**src/rtl/auth_request_issuer.sv**
```systemverilog
// Requester-side authentication issuer: arbitrates PD/DEBUG requests, drives the
// encoded pending request word, and collects, acknowledges and delivers the driver response.
module auth_request_issuer #(
    parameter int unsigned MSG_LEN        = 256,
    parameter int unsigned TIMEOUT_CYCLES = 64,
    parameter int unsigned MAX_RETRY      = 2,
    parameter int unsigned TMR_W          = 8
) (
    input  logic               clk,
    input  logic               reset,
    input  logic               pd_req_valid,
    input  logic [1:0]         pd_req_role,
    input  logic [1:0]         pd_req_usb,
    output logic               pd_req_ready,
    input  logic               dbg_req_valid,
    input  logic [1:0]         dbg_req_role,
    input  logic [1:0]         dbg_req_usb,
    output logic               dbg_req_ready,
    output logic [7:0]         pending_auth_request,
    input  logic               drv_resp_valid,
    input  logic [MSG_LEN-1:0] drv_resp_msg,
    output logic               ack_out,
    output logic               pd_resp_valid,
    output logic               dbg_resp_valid,
    input  logic               resp_ready,
    output logic [MSG_LEN-1:0] resp_msg,
    output logic               err_valid,
    output logic [1:0]         err_code,
    output logic               busy
);

    localparam int unsigned RTY_W = (MAX_RETRY < 1) ? 1 : $clog2(MAX_RETRY + 1);

    localparam logic [1:0] REQ_PD      = 2'b01;
    localparam logic [1:0] REQ_DBG     = 2'b10;
    localparam logic [1:0] ERR_TIMEOUT = 2'b01;
    localparam logic [1:0] ERR_ROLE    = 2'b10;

    typedef enum logic [2:0] {
        S_IDLE,
        S_WAIT_RESP,
        S_RETRY,
        S_ACK,
        S_DELIVER
    } state_e;

    state_e             state_q;
    logic [TMR_W-1:0]   timer_q;
    logic [RTY_W-1:0]   retry_q;
    logic [1:0]         last_grant_q;
    logic [7:0]         word_q;
    logic [7:0]         pending_q;
    logic               pd_ready_q;
    logic               dbg_ready_q;
    logic               ack_q;
    logic               pd_resp_q;
    logic               dbg_resp_q;
    logic [MSG_LEN-1:0] resp_msg_q;
    logic               err_valid_q;
    logic [1:0]         err_code_q;
    logic               busy_q;

    logic       grant_pd_c;
    logic       grant_dbg_c;
    logic [1:0] sel_req_c;
    logic [1:0] sel_role_c;
    logic [1:0] sel_usb_c;
    logic       role_ok_c;
    logic       accept_c;
    logic       resp_hit_c;
    logic       timeout_c;

    // Round-robin arbitration: on a tie, the requester not granted last time wins.
    always_comb begin
        grant_pd_c  = 1'b0;
        grant_dbg_c = 1'b0;
        if (pd_req_valid && dbg_req_valid) begin
            if (last_grant_q == REQ_PD) begin
                grant_dbg_c = 1'b1;
            end else begin
                grant_pd_c = 1'b1;
            end
        end else if (pd_req_valid) begin
            grant_pd_c = 1'b1;
        end else if (dbg_req_valid) begin
            grant_dbg_c = 1'b1;
        end
    end

    // A ready pulse still showing means the requester has not yet dropped valid.
    always_comb begin
        sel_req_c  = grant_pd_c ? REQ_PD : REQ_DBG;
        sel_role_c = grant_pd_c ? pd_req_role : dbg_req_role;
        sel_usb_c  = grant_pd_c ? pd_req_usb : dbg_req_usb;
        role_ok_c  = (sel_role_c == 2'b01) || (sel_role_c == 2'b10);
        accept_c   = (grant_pd_c || grant_dbg_c) && !pd_ready_q && !dbg_ready_q;
        resp_hit_c = drv_resp_valid && (drv_resp_msg != '0);
        timeout_c  = (timer_q == TMR_W'(TIMEOUT_CYCLES - 1));
    end

    always_ff @(posedge clk) begin
        if (reset) begin
            state_q      <= S_IDLE;
            timer_q      <= '0;
            retry_q      <= '0;
            last_grant_q <= REQ_DBG;
            word_q       <= '0;
            pending_q    <= '0;
            pd_ready_q   <= 1'b0;
            dbg_ready_q  <= 1'b0;
            ack_q        <= 1'b0;
            pd_resp_q    <= 1'b0;
            dbg_resp_q   <= 1'b0;
            resp_msg_q   <= '0;
            err_valid_q  <= 1'b0;
            err_code_q   <= '0;
            busy_q       <= 1'b0;
        end else begin
            pd_ready_q  <= 1'b0;
            dbg_ready_q <= 1'b0;
            ack_q       <= 1'b0;
            err_valid_q <= 1'b0;
            case (state_q)
                S_IDLE: begin
                    if (accept_c) begin
                        pd_ready_q   <= grant_pd_c;
                        dbg_ready_q  <= grant_dbg_c;
                        last_grant_q <= sel_req_c;
                        if (role_ok_c) begin
                            word_q    <= {sel_req_c, sel_role_c, sel_usb_c, 2'b00};
                            pending_q <= {sel_req_c, sel_role_c, sel_usb_c, 2'b00};
                            timer_q   <= '0;
                            retry_q   <= '0;
                            busy_q    <= 1'b1;
                            state_q   <= S_WAIT_RESP;
                        end else begin
                            err_valid_q <= 1'b1;
                            err_code_q  <= ERR_ROLE;
                        end
                    end
                end
                S_WAIT_RESP: begin
                    if (resp_hit_c) begin
                        resp_msg_q <= drv_resp_msg;
                        pending_q  <= '0;
                        ack_q      <= 1'b1;
                        state_q    <= S_ACK;
                    end else if (timeout_c) begin
                        pending_q <= '0;
                        if (retry_q < RTY_W'(MAX_RETRY)) begin
                            state_q <= S_RETRY;
                        end else begin
                            err_valid_q <= 1'b1;
                            err_code_q  <= ERR_TIMEOUT;
                            timer_q     <= '0;
                            retry_q     <= '0;
                            busy_q      <= 1'b0;
                            state_q     <= S_IDLE;
                        end
                    end else if (timer_q != '1) begin
                        timer_q <= timer_q + TMR_W'(1);
                    end
                end
                S_RETRY: begin
                    retry_q   <= retry_q + RTY_W'(1);
                    timer_q   <= '0;
                    pending_q <= word_q;
                    state_q   <= S_WAIT_RESP;
                end
                S_ACK: begin
                    pd_resp_q  <= (word_q[7:6] == REQ_PD);
                    dbg_resp_q <= (word_q[7:6] == REQ_DBG);
                    state_q    <= S_DELIVER;
                end
                S_DELIVER: begin
                    if (resp_ready) begin
                        pd_resp_q  <= 1'b0;
                        dbg_resp_q <= 1'b0;
                        timer_q    <= '0;
                        retry_q    <= '0;
                        busy_q     <= 1'b0;
                        state_q    <= S_IDLE;
                    end
                end
                default: begin
                    pending_q <= '0;
                    busy_q    <= 1'b0;
                    state_q   <= S_IDLE;
                end
            endcase
        end
    end

    assign pd_req_ready         = pd_ready_q;
    assign dbg_req_ready        = dbg_ready_q;
    assign pending_auth_request = pending_q;
    assign ack_out              = ack_q;
    assign pd_resp_valid        = pd_resp_q;
    assign dbg_resp_valid       = dbg_resp_q;
    assign resp_msg             = resp_msg_q;
    assign err_valid            = err_valid_q;
    assign err_code             = err_code_q;
    assign busy                 = busy_q;

endmodule
```
**config.mk**
```make
export PLATFORM = sky130hd
export DESIGN_NAME = auth_request_issuer
export DESIGN_NICKNAME = d
export VERILOG_FILES = /design/src/rtl/auth_request_issuer.sv
export SDC_FILE = /design/constraint.sdc
export NUM_CORES = 1
export LEC_CHECK = 0
export CORE_AREA = 3 3 213 215
export DETAILED_ROUTE_END_ITERATION = 12
export DIE_AREA = 0 0 216 218
export PLACE_DENSITY = 0.6
export SETUP_SLACK_MARGIN = 0.3
export SYNTH_ARGS = -nofsm -noshare
export SYNTH_HDL_FRONTEND = slang
export SYNTH_SLANG_ARGS = --single-unit
```
**constraint.sdc**
```tcl
create_clock -name clk -period 3.2 [get_ports clk]
set_clock_uncertainty 0.05 [all_clocks]
set_input_delay 0.64 -clock clk [delete_from_list [all_inputs] [get_ports clk]]
set_output_delay 0.64 -clock clk [all_outputs]
set_load 0.02 [all_outputs]
```
==> results list <==
- Status: finished, final reports clean
* Number of antenna violations at the first check in global routing: 1
- Clock root buffer: clkbuf_16
* Critical Path Sink Type: register
- Of the cells placed in the final design, the portion with a size suffix greater than 1 is 13.1%.
- Peak ir drop on the vdd network: 0.465 mV
* CTS tree: yes
- First-pass GRT wire length: 71.9 mm
* Crit path arrival time: 3.27 ns
- RSZ-0062 raised after global routing: no
- Once the floorplan was initialized, standard cells occupied 25.3% of the core.
- Post-synth design cell area: 11100 um2
- Register bit count reported by yosys: 292
- Number of global-route vias before repair: 12600
* Highest Clock Rate: 349 MHz
* Number of I/O port buffers: 540
* Gate count after technology mapping: 1432
- Power per cell area: 537 nW/um2
* Category of the most critical setup path: in -> reg
* Number of distinct library cell variants in the gate-level netlist after synthesis: 54
- Layout Cells excl Fill: 2677
- Lkg Pwr: 7.54 nW
- Final estimated routing congestion in global placement: 0.912
* GRT Residual Overflow: 0
* Avg Vias per Cell: 4.72
- With fillers left out, the area of the finished cells amounts to 20000 um2.
- In the finished design, the share of the clock period the worst path needs comes to 89.5%.
- Kind of cell with the highest combined delay on the critical path: simple AND/OR/NAND/NOR gates
- Counting tap cells, the placed design contains a total of 2603 instances.
* Number of clock sinks: 292
* Clock-pin slew reported for the worst setup and hold paths after clock tree synthesis: 0.06 ns
* Share of the yosys chip area belonging to registers: 52.6%
- For this run, the number of Yosys warnings is 0.
- CTS Buffer Depth: 3
* Slowest stage cell on the critical path: or4_4
* Post-synth EDFFs: 0
- Placed Instance Area: 18100 um2
* Standard-cell row count: 77
- In this run the remaining antenna-violating nets after routing total 0.
* Count of vias placed by the detailed router: 12600
- The floorplan step set the die height to 218 um.
- Type of element launching the critical path: primary input
- The H-tree was split into 2 levels.
- Max-cap violations in this run came to 0.
- In the final routed layout, each cell accounts on average for 18.1 um.
- Total power for the finished layout comes to 0.0107 W.
- Worst Tran Pin Value: 0.925 ns
* Final hold violations: 0
- The worst path meets setup with 0.337 ns of slack.
- OpenSTA, run right after detailed placement, puts the worst setup slack at -0.627 ns.
* CP Cell Sequence: clkdlybuf4s50_1 > nor4_2 > nand4_1 > nor4_4 > buf_4 > nand4_1 > buf_6 > a21o_1 > or4_4 > a21oi_2
* Final total negative setup slack: 0 ns
- Post-layout min period: 2.86 ns
- Data required time at the worst endpoint: 3.61 ns
* Worst hold path class: in -> reg
- Clock tree synthesis inserted a total of 35 buffers.
* Core region area: 43900 um2
- Along the worst path, the maximum fanout reaches 5.
* Horizontal die dimension: 216 um
- The die covers 47100 um2.
* Total routing resource utilization after global routing: 19.2%
- During I/O placement, the number of pins put on the boundary was 543.
* Pin count of the biggest net entering global routing: 157
* Count of nets after finishing: 2332
- Max Transition Viols Final: 0
* Reg2Reg Setup Slack: 0.68 ns
* Delay of the slowest cell on the worst path: 0.51 ns
* Worst-Skew Late Latency: 0.52 ns
* Async set-or-reset flop fraction in the synthesized netlist: 0%
* DR pass1 iterations: 6
- Critical path buffers and inverters: 3
* Half-perimeter wire length after detailed placement: 34.7 mm
* Total setup violations reported at the end of the flow: 0
- The most used flip-flop cell after synthesis is dfxtp_1.
- Wire length reported by the detailed router: 48.4 mm
- Dividing the synthesized area by the synthesized cell count gives 7.76 um2.
- Tightest slew margin relative to the limit: 38.3%
- DRC violation count after routing: 0
- For this block, the initial DRC count from the detailed router was 754.
* Number of buffers added to fix hold violations after cts: 0
- In this design, the critical path's most frequently occurring cell is nand4_1.
- Compared with the post-synthesis result, the final layout area differs by 79.5%.
[Yosys cell counts, types with 2 or more instances]
cell type	number	area [um2]
a21boi_0	2	15.0
o41ai_1	3	26.3
clkbuf_1	58	218
o311ai_1	3	26.3
inv_1	9	33.8
o21ai_0	11	55.1
o31ai_1	5	37.5
nand4_1	18	113
buf_2	36	180
nor2b_1	3	18.8
nor2_1	27	101
o211ai_1	4	30.0
buf_1	3	11.3
dfxtp_1	292	5850
buf_4	2	15.0
a21o_1	2	15.0
nand2_1	539	2020
nor4_1	65	407
nor4_2	5	62.6
o2111ai_1	2	17.5
and3_1	4	25.0
a2111oi_0	2	17.5
nand2b_1	4	25.0
mux2_2	2	22.5
a21oi_1	279	1400
a22oi_1	3	22.5
nor3_1	10	50.1
o21a_1	2	15.0
nand3_1	7	35.0
nand3b_1	2	15.0
a31oi_1	2	12.5
xor2_1	2	17.5
mux2i_1	3	30.0
[cell type report]
class                      count  area (um2)
fill                        4368       24000
timing repair buffer         688        6980
sequential                   292        5850
multi-input combinational   1035        5200
clock buffer                  50        1040
tap                          592         741
clock inverter                10         110
inverter                       9        33.8
antenna                        1        2.50
[state kept, by name, indices dropped and copies added, names as in the netlist, 2 cells and up]
register              cells
word_q                    6
resp_msg                256
retry_q                   2
err_code                  2
last_grant_q              2
state_q                   3
timer_q                   8
pending_auth_request      6
[cells by family after synthesis]
family	count (synthesis)	share of synthesized area [%]
adders and majority gates	1	0.113
DFF	292	52.6
buffers and inverters	108	4.12
muxes	5	0.473
AOI/OAI and AO/OA	332	16.2
other	1	0.0337
xor gates and xnor gates	2	0.158
and+or+nand+nor	691	26.4
[power breakdown]
group	switching (W)	leakage [nW]	internal (W)
sequential	0.000161	2.37	0.00392
combinational	0.00139	4.60	0.00122
clock	0.00159	0.572	0.00242
total	0.00314	7.54	0.00757
[layout by cell type (no fill, tap or decap), types with 18 or more instances in the layout]
cell             instances
nor4_2                  43
nand4_1                 18
nor4_1                  22
nor2_1                  27
clkbuf_16               37
dlymetal6s2s_1          66
dfxtp_1                292
a21oi_1                278
nand2_1                539
clkdlybuf4s50_1        458
buf_4                  123
[what timing repair did]
| action | CTS | global route |
|---|---|---|
| gates resized for setup | 40 | 104 |
| buffers inserted | 7 | 0 |
| endpoints found under the hold margin | 0 | 0 |
| setup endpoints to repair | 279 | 276 |
| pin swaps | 18 | 53 |
| gates cloned | 3 | 3 |
[stage by stage]
stage	utilization [%]	hold slack, ns
floorplan	-	0.387
global placement	41.2	0.390
detailed placement	41.2	0.395
CTS	44.4	0.395
global route	45.4	0.347
finish	45.4	0.364
[metal layers]
metal  share of wire (%)  track usage [%]  wire length, um  vias up
met5                   0                0                0        -
met4                 2.2             5.54             1080        0
met3                 8.4             6.12             4080       64
met2                  49             33.5            23800      508
met1                  40             22.6            19500     5957
li1                    -                -                -     6112
[worst paths after layout]
kind,start,to,depth (start not counted)
worst max-delay path,drv_resp_msg[246],timer_q[7],10
worst min-delay path,drv_resp_msg[212],resp_msg[212],3
worst max register to register,state_q[0],timer_q[3],8
worst min register to register,resp_msg[101],resp_msg[101],2
[tightest hold or removal path: cells and delay by family]
family | cells | cell delay [ns]
buffers and inverters | 1 | 0.13
AND/OR/NAND/NOR | 1 | 0.06
AO/OA/AOI/OAI | 1 | 0.05
Note: power is estimated with default switching activity, not from simulation.
